===== src/rtl/table_port_arbiter_if.sv =====
// Table memory port bundle: the arbiter drives the request side (src),
// the memory drives read_data back (sink).
interface memory_if #(
    parameter int ADDR_W = 4,
    parameter int DATA_W = 64
);
    logic              enable;
    logic              wr_en;
    logic [ADDR_W-1:0] addr;
    logic [DATA_W-1:0] write_data;
    logic [DATA_W-1:0] read_data;

    modport src  (output enable, wr_en, addr, write_data, input  read_data);
    modport sink (input  enable, wr_en, addr, write_data, output read_data);
endinterface


===== src/rtl/table_port_arbiter.sv =====
// Two-requester arbiter in front of a single-port table memory: alternating
// priority, lock reserves the table for requester 0, responses two cycles after grant.
module table_port_arbiter #(
    parameter int ADDR_W = 4,
    parameter int DATA_W = 64,
    parameter int DEPTH  = 10
) (
    input  logic              clk,
    input  logic              rst_n,

    input  logic              rq0_valid,
    output logic              rq0_ready,
    input  logic              rq0_we,
    input  logic [ADDR_W-1:0] rq0_addr,
    input  logic [DATA_W-1:0] rq0_wdata,

    input  logic              rq1_valid,
    output logic              rq1_ready,
    input  logic              rq1_we,
    input  logic [ADDR_W-1:0] rq1_addr,
    input  logic [DATA_W-1:0] rq1_wdata,

    output logic              rs0_valid,
    output logic              rs0_err,
    output logic [DATA_W-1:0] rs0_rdata,

    output logic              rs1_valid,
    output logic              rs1_err,
    output logic [DATA_W-1:0] rs1_rdata,

    memory_if.src             tbl,

    input  logic              lock,
    output logic [15:0]       conflict_cnt
);
    localparam logic [ADDR_W:0] DEPTH_L = (ADDR_W + 1)'(DEPTH);

    logic              ptr;
    logic              gnt0;
    logic              gnt1;
    logic              gnt_any;
    logic              gnt_we;
    logic              gnt_err;
    logic              gnt_fwd;
    logic [ADDR_W-1:0] gnt_addr;
    logic [DATA_W-1:0] gnt_wdata;

    logic              s1_valid, s1_id, s1_we, s1_err;
    logic              s2_valid, s2_id, s2_we, s2_err;

    // Ready is gated by rst_n so nothing is accepted while reset is held.
    always_comb begin
        gnt0 = rst_n & rq0_valid & (~rq1_valid | lock | ~ptr);
        gnt1 = rst_n & rq1_valid & ~lock & (~rq0_valid | ptr);
    end

    assign gnt_any   = gnt0 | gnt1;
    assign gnt_we    = gnt1 ? rq1_we    : rq0_we;
    assign gnt_addr  = gnt1 ? rq1_addr  : rq0_addr;
    assign gnt_wdata = gnt1 ? rq1_wdata : rq0_wdata;
    assign gnt_err   = ({1'b0, gnt_addr} >= DEPTH_L);
    assign gnt_fwd   = gnt_any & ~gnt_err;

    assign rq0_ready = gnt0;
    assign rq1_ready = gnt1;

    // After a grant the other requester wins the next tie.
    always_ff @(posedge clk or negedge rst_n) begin
        if (!rst_n) begin
            ptr <= 1'b0;
        end else if (gnt_any) begin
            ptr <= ~gnt1;
        end
    end

    always_ff @(posedge clk or negedge rst_n) begin
        if (!rst_n) begin
            s1_valid <= 1'b0;
            s1_id    <= 1'b0;
            s1_we    <= 1'b0;
            s1_err   <= 1'b0;
            s2_valid <= 1'b0;
            s2_id    <= 1'b0;
            s2_we    <= 1'b0;
            s2_err   <= 1'b0;
        end else begin
            s1_valid <= gnt_any;
            s1_id    <= gnt1;
            s1_we    <= gnt_any & gnt_we;
            s1_err   <= gnt_any & gnt_err;
            s2_valid <= s1_valid;
            s2_id    <= s1_id;
            s2_we    <= s1_we;
            s2_err   <= s1_err;
        end
    end

    always_ff @(posedge clk or negedge rst_n) begin
        if (!rst_n) begin
            tbl.enable     <= 1'b0;
            tbl.wr_en      <= 1'b0;
            tbl.addr       <= '0;
            tbl.write_data <= '0;
        end else begin
            tbl.enable <= gnt_fwd;
            tbl.wr_en  <= gnt_fwd & gnt_we;
            if (gnt_fwd) begin
                tbl.addr       <= gnt_addr;
                tbl.write_data <= gnt_wdata;
            end
        end
    end

    always_ff @(posedge clk or negedge rst_n) begin
        if (!rst_n) begin
            conflict_cnt <= 16'h0000;
        end else if (rq0_valid & rq1_valid & gnt_any & (conflict_cnt != 16'hFFFF)) begin
            conflict_cnt <= conflict_cnt + 16'd1;
        end
    end

    // Memory read data is only passed through for a legal read owned by that requester.
    always_comb begin
        rs0_valid = s2_valid & ~s2_id;
        rs1_valid = s2_valid &  s2_id;
        rs0_err   = rs0_valid & s2_err;
        rs1_err   = rs1_valid & s2_err;
        rs0_rdata = '0;
        rs1_rdata = '0;
        if (rs0_valid & ~s2_we & ~s2_err) begin
            rs0_rdata = tbl.read_data;
        end
        if (rs1_valid & ~s2_we & ~s2_err) begin
            rs1_rdata = tbl.read_data;
        end
    end
endmodule


===== src/flat_wrapper.sv =====
// flat-port wrapper written by rule: the top's interface ports become plain ports
module table_port_arbiter_flat 
#(
    parameter int ADDR_W = 4,
    parameter int DATA_W = 64,
    parameter int DEPTH  = 10
)
  (clk, rst_n, rq0_valid, rq0_ready, rq0_we, rq0_addr, rq0_wdata, rq1_valid, rq1_ready, rq1_we, rq1_addr, rq1_wdata, rs0_valid, rs0_err, rs0_rdata, rs1_valid, rs1_err, rs1_rdata, lock, conflict_cnt, tbl_enable, tbl_wr_en, tbl_addr, tbl_write_data, tbl_read_data);
  memory_if #(.ADDR_W(ADDR_W), .DATA_W(DATA_W)) tbl_i ();
  input  logic clk;
  input  logic rst_n;
  input  logic rq0_valid;
  output logic rq0_ready;
  input  logic rq0_we;
  input  logic [ADDR_W-1:0] rq0_addr;
  input  logic [DATA_W-1:0] rq0_wdata;
  input  logic rq1_valid;
  output logic rq1_ready;
  input  logic rq1_we;
  input  logic [ADDR_W-1:0] rq1_addr;
  input  logic [DATA_W-1:0] rq1_wdata;
  output logic rs0_valid;
  output logic rs0_err;
  output logic [DATA_W-1:0] rs0_rdata;
  output logic rs1_valid;
  output logic rs1_err;
  output logic [DATA_W-1:0] rs1_rdata;
  input  logic lock;
  output logic [15:0] conflict_cnt;
  output wire logic [$bits(tbl_i.enable)-1:0] tbl_enable;
  output wire logic [$bits(tbl_i.wr_en)-1:0] tbl_wr_en;
  output wire logic [$bits(tbl_i.addr)-1:0] tbl_addr;
  output wire logic [$bits(tbl_i.write_data)-1:0] tbl_write_data;
  input wire logic [$bits(tbl_i.read_data)-1:0] tbl_read_data;
  assign tbl_enable = tbl_i.enable;
  assign tbl_wr_en = tbl_i.wr_en;
  assign tbl_addr = tbl_i.addr;
  assign tbl_write_data = tbl_i.write_data;
  assign tbl_i.read_data = tbl_read_data;
  table_port_arbiter #(.ADDR_W(ADDR_W), .DATA_W(DATA_W), .DEPTH(DEPTH)) u_core (.clk(clk), .rst_n(rst_n), .rq0_valid(rq0_valid), .rq0_ready(rq0_ready), .rq0_we(rq0_we), .rq0_addr(rq0_addr), .rq0_wdata(rq0_wdata), .rq1_valid(rq1_valid), .rq1_ready(rq1_ready), .rq1_we(rq1_we), .rq1_addr(rq1_addr), .rq1_wdata(rq1_wdata), .rs0_valid(rs0_valid), .rs0_err(rs0_err), .rs0_rdata(rs0_rdata), .rs1_valid(rs1_valid), .rs1_err(rs1_err), .rs1_rdata(rs1_rdata), .tbl(tbl_i), .lock(lock), .conflict_cnt(conflict_cnt));
endmodule

===== config.mk =====
export PLATFORM = sky130hd
export DESIGN_NAME = table_port_arbiter_flat
export DESIGN_NICKNAME = d
export VERILOG_FILES = /design/src/rtl/table_port_arbiter_if.sv /design/src/rtl/table_port_arbiter.sv /design/src/flat_wrapper.sv
export SDC_FILE = /design/constraint.sdc
export NUM_CORES = 1
export LEC_CHECK = 0
export BUFFER_PORTS_ARGS = -buffer_cell sky130_fd_sc_hd__buf_4
export CAP_MARGIN = 25
export CORE_AREA = 8 8 161 163
export DETAILED_ROUTE_END_ITERATION = 8
export DIE_AREA = 0 0 169 171
export MAX_ROUTING_LAYER = met4
export PLACE_DENSITY = 0.52
export RECOVER_POWER = 25
export SETUP_SLACK_MARGIN = 0.1
export SLEW_MARGIN = 5
export SYNTH_ARGS = -nofsm -noshare
export SYNTH_HDL_FRONTEND = slang
export SYNTH_SLANG_ARGS = --single-unit
export TNS_END_PERCENT = 100

===== constraint.sdc =====
create_clock -name clk -period 2.45 [get_ports clk]
set_input_delay 0.49 -clock clk [delete_from_list [all_inputs] [get_ports clk]]
set_output_delay 0.49 -clock clk [all_outputs]
set_load 0.03 [all_outputs]

==> impl_metrics.py <==
metrics = {
    "floorplan": {
        "die_height_um": 171,
        "io_pins": 427,
        "die_w_um": 169,
        "rows": 56,
        "start_util": 0.2330,
        "dieArea_sq_mm": 0.02890,
        "coreArea_sq_mm": 0.02326,
    },
    "logic_synthesis": {
        "syn_avg_cell_area_sq_um": 11.61,
        "ys.flop_type": "dfrtp_1",
        "syn_nets": 675,
        "ys_seq_area_frac": 0.4386,
        "synth_edf_count": 0,
        "synth-seq-cells": 95,
        "syn_inst": 467,
        "yosysUniqueCellTypes": 41,
        "syn-cell-area_sq_mm": 0.005420,
        "ys.warnings.count": 0,
        "async_flop_share": 1.000,
    },
    "placement": {
        "place_ws_ns": 0.2868,
        "dp_cells": 1196,
        "finalWeightedCongestion": 0.9080,
        "dp_hpwl_mm": 20.55,
        "io_buffer_count": 426,
    },
    "detailed_routing": {
        "drtPass1Iterations": 4,
        "drt_iter0_drc": 203,
        "ant_nets": 0,
        "wl_mm": 24.59,
        "via_count": 5086,
        "topRoutingLayerUsed": "met4",
        "wl_met3_mm": 1.918,
        "met1_length_mm": 8.937,
        "viasPerCell": 4.172,
        "wl_per_cell_um": 20.17,
        "drc_errors": 0,
        "wl_met2_mm": 13.31,
    },
    "finish": {
        "layout_common_cells": "buf_4 (370), mux2_2 (133), and2_1 (130)",
        "final_common_cell": "buf_4",
        "drive_gt1_frac": 0.5953,
        "largest_reg_flops": 64,
        "nNetsFinal": 1101,
        "seq_area_sq_mm": 0.002377,
        "largestRegisters": "u_core.tbl.write_data: 64 flops, u_core.conflict_cnt: 16 flops, u_core.tbl.addr: 4 flops",
        "fillers": 2428,
        "regMostFlops": "u_core.tbl.write_data",
        "fin_cells": 1219,
        "synthToLayoutAreaGrowth_pct": 69.74,
        "multiInputGateArea_sq_mm": 0.002915,
    },
    "global_route": {
        "antenna_found_initial": 2,
        "grt_pass1_wl_mm": 34.93,
        "grt_pass1_vias": 5546,
        "overflow": 0,
        "grt_start_max_net_pins": 65,
        "track_usage": 0.1652,
    },
    "setup_path": {
        "critPathSlowestCell": "dlygate4sd3_1",
        "cp_max_fo": 8,
        "cp.required_ns": 1.96,
        "r2r_slack_ns": 0.57,
        "path_class": "input pin to primary output",
        "start_kind": "input pin",
        "critPathMostFrequentCell": "buf_4",
        "rr_worst_depth": 6,
        "path_cells": "dlygate4sd3_1, buf_4, nand3_4, inv_2, buf_4, buf_4",
        "cp.arrival_ns": 1.73,
        "cpPeakStageDelay_ns": 0.52,
        "r2r_end": "u_core.tbl.write_data[61]",
        "end_kind": "primary output",
        "r2r_start": "u_core.ptr",
    },
    "hold_path": {
        "hold_depth": 0,
        "min_to": "u_core.s2_we",
        "hold_class": "flop to flop",
        "min_from": "u_core.s1_we",
    },
    "sta": {
        "layout_setup_ws_ns": 0.2266,
        "fin_crit_ns": 2.223,
        "hold_viol": 0,
        "tightest_slew_ns": 0.8636,
        "rsz0062_at_grt": "yes",
        "fin_crit_sh": 0.9075,
        "maxSlewViolCount": 0,
        "setup_tns_ns": 0,
        "clock.fmax_mhz": 449.8,
        "slew_headroom": 0.4243,
        "finalSetupViolCount": 0,
        "clock_skew_ns": 0.006021,
    },
    "clock_tree": {
        "cts_root_buf": "clkbuf_16",
        "max-clock-path-buffers": 2,
        "numCtsBuffers": 9,
        "clock_sinks": 95,
        "insertion_delay_ns": 0.34,
        "cts.clk_slew.worst_paths_ns": 0.06,
        "htree_levels": 3,
        "cts_tree": "yes",
    },
    "job": {
        "drv_cap": 0,
    },
    "outcome": {
        "outcome": "finished clean",
    },
    "power_and_ir_drop": {
        "max-vdd-ir-drop_mv": 0.3272,
        "p_per_area_mw_per_mm2": 623.0,
        "leakagePower_uw": 0.004471,
    },
}
==> cells in the mapped netlist, types with 2 or more instances <==
cell type,n,share of area
buf_6,4,0.0083
nor3b_1,2,0.0028
and3_1,3,0.0035
xnor2_1,5,0.0081
buf_4,3,0.0042
nor3_1,3,0.0028
mux2_2,133,0.28
mux2i_1,2,0.0037
nand2_1,3,0.0021
xor2_1,8,0.013
inv_1,3,0.0021
clkbuf_1,16,0.011
a2bb2oi_1,2,0.0032
o21ai_0,3,0.0028
mux2_1,3,0.0062
dfrtp_1,95,0.44
nand3_1,9,0.0083
nor2_1,6,0.0042
nand4_1,5,0.0058
buf_2,4,0.0037
nor4_1,3,0.0035
nor3b_2,2,0.0046
a21oi_1,3,0.0028
and2_1,130,0.15
==> metrics by stage <==
stage	power [uW]	cell area, sq um	util	hold slack [ns]
3_3_place_gp	4449	9042	0.3887	0.3255
3_5_place_dp	4463	9042	0.3887	0.3252
2_1_floorplan	3321	5420	-	0.1944
5_1_grt	6043	9198	0.3954	0.3643
6_report	5732	9200	0.3955	0.3543
4_1_cts	6032	9373	0.4029	0.3585
==> kinds of logic (layout without fill, tap and decap cells) <==
group / Yosys count / after routing / share of synthesized area
other: 0 / 3 / 0
flip-flops: 95 / 95 / 0.4386
AO/OA/AOI/OAI: 14 / 14 / 0.01754
AND/OR/NAND/NOR: 175 / 175 / 0.2043
adder cells (fa/ha/maj): 1 / 1 / 0.002308
buffers and inverters: 31 / 461 / 0.03001
XOR/XNOR: 13 / 13 / 0.02101
multiplexers: 138 / 138 / 0.2862
==> layout make-up <==
cell class,count,share of cell area
diodes,3,0.0008160
clock buffers,10,0.02598
clock inverters,5,0.008840
inverters,4,0.001632
multi-input cells,341,0.3169
flip-flops and latches,95,0.2584
well taps,319,0.04338
repair buffers,442,0.3441
==> worst max-delay path, delay by kind of cell <==
kind	cells	cell delay [ns]
buf+inv	5	1.12
simple gates	1	0.11
==> metal layers <==
layer,vias to the layer above,track usage
li1,2453,-
met4,0,0.04463
met5,-,-
met3,20,0.05093
met1,2392,0.1659
met2,221,0.3065
==> worst max-delay path by stage <==
stage,slack [ns],end,startpoint
finish,0.23,rq1_ready,rst_n
global route,0.09,rs1_rdata[35],u_core.s2_id
CTS,0.16,rs0_rdata[57],u_core.s2_valid
detailed placement,0.29,u_core.tbl.write_data[51],lock
global placement,0.33,u_core.tbl.write_data[63],lock
floorplan,0.11,rs0_rdata[10],u_core.s2_id
==> power by group <==
group / total (uW) / internal, uW / leakage (uW) / switching (uW)
Combinational: 2150 / 845 / 0.00316 / 1300
Sequential: 2060 / 1870 / 0.00116 / 191
Clock: 1520 / 918 / 0.000155 / 601
==> what timing repair did <==
action                     4_1_cts  5_1_grt
hold buffers                     1        0
setup buffers                    0        2
gates resized for setup          0        2
setup endpoints to repair        0       64
hold endpoints to repair         1        0
Note: power is estimated with default switching activity, not from simulation.
